<file path="config.mk">
export PLATFORM = sky130hd
export DESIGN_NAME = calc_entry_ctrl
export DESIGN_NICKNAME = d
export VERILOG_FILES = /design/src/rtl/calc_entry_ctrl.sv
export SDC_FILE = /design/constraint.sdc
export NUM_CORES = 1
export LEC_CHECK = 0
export ABC_AREA = 1
export ABC_CLOCK_PERIOD_IN_PS = 1700
export CORE_ASPECT_RATIO = 2
export CORE_UTILIZATION = 53
export CTS_CLUSTER_DIAMETER = 60
export DETAILED_ROUTE_END_ITERATION = 10
export PLACE_DENSITY = 0.8
export SETUP_SLACK_MARGIN = 0.15
export SLEW_MARGIN = 40
export SYNTH_ARGS = -nofsm -noshare
export SYNTH_HDL_FRONTEND = slang
export SYNTH_SLANG_ARGS = --single-unit
</file>
<file path="constraint.sdc">
create_clock -name CLK -period 1.7 [get_ports CLK]
set_input_delay 0.34 -clock CLK [delete_from_list [all_inputs] [get_ports CLK]]
set_output_delay 0.34 -clock CLK [all_outputs]
set_load 0.05 [all_outputs]
</file>
<file path="src/rtl/calc_entry_ctrl.sv">
// Calculator entry sequencer: turns keyboard events into two BCD operands and an
// operator, launches the ALU, supervises completion with a timeout, and picks the display source.
module calc_entry_ctrl #(
  parameter int NDIG    = 4,
  parameter int TIMEOUT = 255
) (
  input  logic              CLK,
  input  logic              RESET,
  input  logic [3:0]        BCDKey,
  input  logic              KeyRead,
  input  logic              ALU_DONE,
  input  logic              ALU_ERR,
  input  logic [4*NDIG-1:0] RESULT,
  output logic [4*NDIG-1:0] OPA,
  output logic [4*NDIG-1:0] OPB,
  output logic [1:0]        OPCODE,
  output logic              ALU_START,
  output logic [1:0]        DISP_SEL,
  output logic              ERR
);

  localparam int OW = 4 * NDIG;
  localparam int CW = $clog2(NDIG + 1);
  localparam int TW = $clog2(TIMEOUT + 1);
  localparam logic [CW-1:0] CNT_FULL = CW'(NDIG);
  localparam logic [TW-1:0] TMO_LAST = TW'(TIMEOUT - 1);

  typedef enum logic [2:0] {
    ENT_A,
    ENT_B,
    EXEC,
    RES,
    ERRS
  } state_t;

  state_t          r_state, w_nxt_state;
  logic [OW-1:0]   r_opa, w_nxt_opa;
  logic [OW-1:0]   r_opb, w_nxt_opb;
  logic [1:0]      r_opcode, w_nxt_opcode;
  logic            r_start, w_nxt_start;
  logic [CW-1:0]   r_cnta, w_nxt_cnta;
  logic [CW-1:0]   r_cntb, w_nxt_cntb;
  logic [TW-1:0]   r_tcnt, w_nxt_tcnt;
  logic            r_key_d;

  logic            w_ev;
  logic            w_is_dig;
  logic            w_is_op;
  logic            w_is_eq;
  logic            w_is_clr;
  logic [1:0]      w_op;

  // A held key produces a single event on its rising edge
  assign w_ev     = KeyRead & ~r_key_d;
  assign w_is_dig = (BCDKey <= 4'd9);
  assign w_is_op  = (BCDKey >= 4'd10) && (BCDKey <= 4'd13);
  assign w_is_eq  = (BCDKey == 4'd14);
  assign w_is_clr = (BCDKey == 4'd15);
  // Keys 10..13 map onto opcodes 0..3
  assign w_op     = {~BCDKey[1], BCDKey[0]};

  always_ff @(posedge CLK or negedge RESET) begin
    if (!RESET) begin
      r_state  <= ENT_A;
      r_opa    <= '0;
      r_opb    <= '0;
      r_opcode <= '0;
      r_start  <= 1'b0;
      r_cnta   <= '0;
      r_cntb   <= '0;
      r_tcnt   <= '0;
      r_key_d  <= 1'b0;
    end else begin
      r_state  <= w_nxt_state;
      r_opa    <= w_nxt_opa;
      r_opb    <= w_nxt_opb;
      r_opcode <= w_nxt_opcode;
      r_start  <= w_nxt_start;
      r_cnta   <= w_nxt_cnta;
      r_cntb   <= w_nxt_cntb;
      r_tcnt   <= w_nxt_tcnt;
      r_key_d  <= KeyRead;
    end
  end

  always_comb begin
    w_nxt_state  = r_state;
    w_nxt_opa    = r_opa;
    w_nxt_opb    = r_opb;
    w_nxt_opcode = r_opcode;
    w_nxt_start  = 1'b0;
    w_nxt_cnta   = r_cnta;
    w_nxt_cntb   = r_cntb;
    w_nxt_tcnt   = r_tcnt;

    // Clear overrides everything, including a coincident ALU completion
    if (w_ev && w_is_clr) begin
      w_nxt_state  = ENT_A;
      w_nxt_opa    = '0;
      w_nxt_opb    = '0;
      w_nxt_opcode = '0;
      w_nxt_cnta   = '0;
      w_nxt_cntb   = '0;
      w_nxt_tcnt   = '0;
    end else begin
      case (r_state)
        ENT_A: begin
          if (w_ev) begin
            if (w_is_dig) begin
              if (r_cnta != CNT_FULL) begin
                w_nxt_opa  = {r_opa[OW-5:0], BCDKey};
                w_nxt_cnta = r_cnta + 1'b1;
              end
            end else if (w_is_op) begin
              w_nxt_opcode = w_op;
              w_nxt_opb    = '0;
              w_nxt_cntb   = '0;
              w_nxt_state  = ENT_B;
            end
          end
        end

        ENT_B: begin
          if (w_ev) begin
            if (w_is_dig) begin
              if (r_cntb != CNT_FULL) begin
                w_nxt_opb  = {r_opb[OW-5:0], BCDKey};
                w_nxt_cntb = r_cntb + 1'b1;
              end
            end else if (w_is_op) begin
              // Operator may only be revised before any B digit is typed
              if (r_cntb == '0) begin
                w_nxt_opcode = w_op;
              end
            end else if (w_is_eq && (r_cntb != '0)) begin
              w_nxt_start = 1'b1;
              w_nxt_tcnt  = '0;
              w_nxt_state = EXEC;
            end
          end
        end

        EXEC: begin
          if (ALU_DONE) begin
            w_nxt_state = ALU_ERR ? ERRS : RES;
          end else begin
            w_nxt_tcnt = r_tcnt + 1'b1;
            if (r_tcnt == TMO_LAST) begin
              w_nxt_state = ERRS;
            end
          end
        end

        RES: begin
          if (w_ev) begin
            if (w_is_dig) begin
              w_nxt_opa   = OW'(BCDKey);
              w_nxt_cnta  = CW'(1);
              w_nxt_opb   = '0;
              w_nxt_cntb  = '0;
              w_nxt_state = ENT_A;
            end else if (w_is_op) begin
              // Chain: previous result becomes a full-length operand A
              w_nxt_opa    = RESULT;
              w_nxt_cnta   = CNT_FULL;
              w_nxt_opcode = w_op;
              w_nxt_opb    = '0;
              w_nxt_cntb   = '0;
              w_nxt_state  = ENT_B;
            end else if (w_is_eq) begin
              w_nxt_opa   = RESULT;
              w_nxt_start = 1'b1;
              w_nxt_tcnt  = '0;
              w_nxt_state = EXEC;
            end
          end
        end

        ERRS: begin
        end

        default: begin
          w_nxt_state = ENT_A;
        end
      endcase
    end
  end

  always_comb begin
    DISP_SEL = 2'd0;
    case (r_state)
      ENT_A:   DISP_SEL = 2'd0;
      ENT_B:   DISP_SEL = 2'd1;
      EXEC:    DISP_SEL = 2'd1;
      RES:     DISP_SEL = 2'd2;
      ERRS:    DISP_SEL = 2'd3;
      default: DISP_SEL = 2'd0;
    endcase
  end

  assign OPA       = r_opa;
  assign OPB       = r_opb;
  assign OPCODE    = r_opcode;
  assign ALU_START = r_start;
  assign ERR       = (r_state == ERRS);

endmodule

</file>
==> run summary <==
Status = complete, but fails checks
Failing checks = setup timing
Placed inst area = 0.00431 sq mm
CTS tree = yes
CP max FO = 7
GRT Util Overall = 33.5%
Finished Core Util = 84.4%
Hold path endpoint = r_key_d
Mapped Area = 0.00341 sq mm
Global route overflow = 0
Sequential-to-total area share from yosys stat = 38.9%
Worst-Margin Slew = 427 ps
Routed WL per cell = 18.3 um
Max cap viols = 0
Clock Tree Root = clkbuf_16
Pre-CTS WS = -447 ps
Fin area = 0.00528 sq mm
Clk buf depth = 2
Critical Path Sink Type = flop
Worst clock skew = 7.16 ps
Antenna Nets Post-Route = 0
Die footprint = 0.00677 sq mm
Count leader, synth = nand2_1
CTS Sinks = 53
Post-layout worst setup margin = -64.1 ps
Hold Path Origin = KeyRead
Synth warnings = 0
Post-Syn Nets = 530
Bufs and invs on worst path = 2
Initial antenna violation count = 0
Synth cell types = 31
Share of cells above drive strength 1 = 34.2%
Slowest stage cell, crit path = dfrtp_2
RSZ-0062 raised after global routing = yes
First-pass GRT wire length = 17.2 mm
CTS Buf Count = 5
Number of synthesized flops with an enable pin = 0
Area Overhead vs Synth = 55.0%
Power density cells = 1980 mW/mm^2
First-pass iteration count of the detailed router = 7
Clock Latency Late Sink = 300 ps
Synthesized instance count = 499
H-tree depth = 2
Chip height = 115 um
Vias in the first global route = 3812
Drt total wl = 13.2 mm
Final period utilization = 104%
Yosys top cell by area = dfrtp_1
Critical path's largest stage delay = 490 ps
PortBufs = 62
Final Slew Violations = 0
RePlAce Congestion = 0.843
Ys flop type = dfrtp_1
Top post-synthesis cells by area = dfrtp_1 (39%), nand2_1 (25%), nand3_1 (10%)
Post-Syn Area per Cell = 6.83 sq um
Initial DRC count = 391
Die Wd = 58.7 um
Worst setup path start = r_state[1]
Pin count of the biggest net entering global routing = 32
CTS clk-pin slew, worst paths = 70 ps
Final TNS setup = -64.1 ps
N_diodes = 0
Initial Util = 54.4%
R2R Setup Slk = -60 ps
Reg2Reg Depth = 7
DR vias/cell = 5.88
Ys async rst share = 100%
Fin nets = 664
Num ports = 63
Delay-heaviest family, CP = simple AND/OR/NAND/NOR gates
Core footprint = 0.00626 sq mm
Rows = 41
Data arrival time of the critical path = 1930 ps
CP Class = reg2reg
Worst VDD drop = 0.00137 V
Leakage Power = 2.82 nW
Hold Vio Cnt, Final = 0
DRC viols = 0
Filler cell count in the final layout = 353
Worst hold path depth = 1
R2r endpoint = ALU_START
Yosys top cell area share = 38.9%
Synthesized flop and latch total = 53
Min Clock Period, post-route = 1760 ps
Hold Path Class = in2reg
Worst setup SP type = flop
Setup violations, final = 1
Required time of the worst setup path = 1870 ps
Post-DP HPWL = 7.06 mm
Fmax = 567 MHz
Post-synth top cells = nand2_1 (231), nand3_1 (70), dfrtp_1 (53), inv_1 (35), nor2_1 (27)
Routed vias = 4231
Relative slew slack = 71.5%
CP Cell Sequence = nor2_4, nand2_4, buf_6, nand2_8, buf_12, nand3_1, a211oi_1
Worst flop-to-flop path startpoint = r_state[1]
cell families after synthesis:
| family | after synthesis | share of synthesized area (%) |
|---|---|---|
| xor+xnor | 4 | 1.03 |
| flops | 53 | 38.9 |
| buf+inv | 55 | 7.93 |
| compound gates | 23 | 3.82 |
| fa+ha+maj | 6 | 2.20 |
| simple gates | 358 | 46.1 |
layout make-up:
type / count / area, sq um / share of cell area, %
multi-input combinational: 398 / 2210 / 41.8
sequential: 53 / 1330 / 25.2
timing repair buffer: 136 / 1280 / 24.2
inverter: 37 / 151 / 2.87
clock buffer: 5 / 125 / 2.37
tap: 86 / 108 / 2.04
clock inverter: 3 / 65.1 / 1.23
timing repair inverter: 2 / 15.0 / 0.284
cell usage in the layout, fill, tap and decap left out, drive strengths merged, types with 2 or more instances in the layout:
| cell | instances |
|---|---|
| a21oi | 4 |
| buf | 111 |
| bufinv | 2 |
| clkbuf | 5 |
| clkdlybuf4s50 | 18 |
| clkinvlp | 4 |
| dfrtp | 53 |
| dlygate4sd2 | 5 |
| ha | 6 |
| inv | 35 |
| nand2 | 244 |
| nand3 | 75 |
| nand4 | 3 |
| nor2 | 39 |
| nor3 | 3 |
| o21ai | 12 |
| o22ai | 2 |
| xnor2 | 2 |
| xor2 | 2 |
worst max path at each step:
stage | endpoint | slack, ps | cells after the start
2_1_floorplan | OPCODE[0] | 220 | 9
3_3_place_gp | OPB[2] | -350 | 10
3_5_place_dp | r_tcnt[2] | -450 | 10
4_1_cts | OPA[2] | 70 | 8
5_1_grt | r_cnta[2] | -80 | 8
6_report | ALU_START | -60 | 7
sequential cells by signal, summed over array words and instances, names as in the netlist:
signal,flops
OPB,16
r_cnta,3
OPCODE,2
r_key_d,1
r_cntb,3
ALU_START,1
r_state,3
r_tcnt,8
OPA,16
where the power goes:
part | internal [W] | switching, W | total, W | leakage (nW)
combinational | 0.00252 | 0.00440 | 0.00692 | 2.03
clock | 0.000842 | 0.000476 | 0.00132 | 0.0938
sequential | 0.00173 | 0.000516 | 0.00224 | 0.694
total | 0.00509 | 0.00539 | 0.0105 | 2.82
timing repair:
item	in CTS	in global routing
hold buffers	1	0
endpoints found under the setup margin	54	54
pin swaps	23	19
gates cloned	7	3
gates resized for setup	59	56
buffers inserted	23	6
hold endpoints to repair	15	0
worst reg2reg max path: cells and delay by family (launching register included):
family	cells	cell delay (ps)
AOI/OAI and AO/OA	1	350
DFF	1	490
buffers and inverters	2	310
and+or+nand+nor	4	490
per-layer routing:
metal	global-route usage, %	part of all wire, %	up-vias
met5	0	0	-
met4	21.0	7.9	0
met3	5.51	5.9	108
met2	62.7	55	271
met1	32.6	31	2002
li1	-	-	1850
metrics by stage:
step,hold slack (ps),std cells,total power [W]
finish,372,720,0.0105
global route,374,720,0.0109
floorplan,44.4,499,0.00563
global placement,299,672,0.00714
CTS,354,711,0.00945
detailed placement,297,672,0.00726
Note: power is estimated with default switching activity, not from simulation.
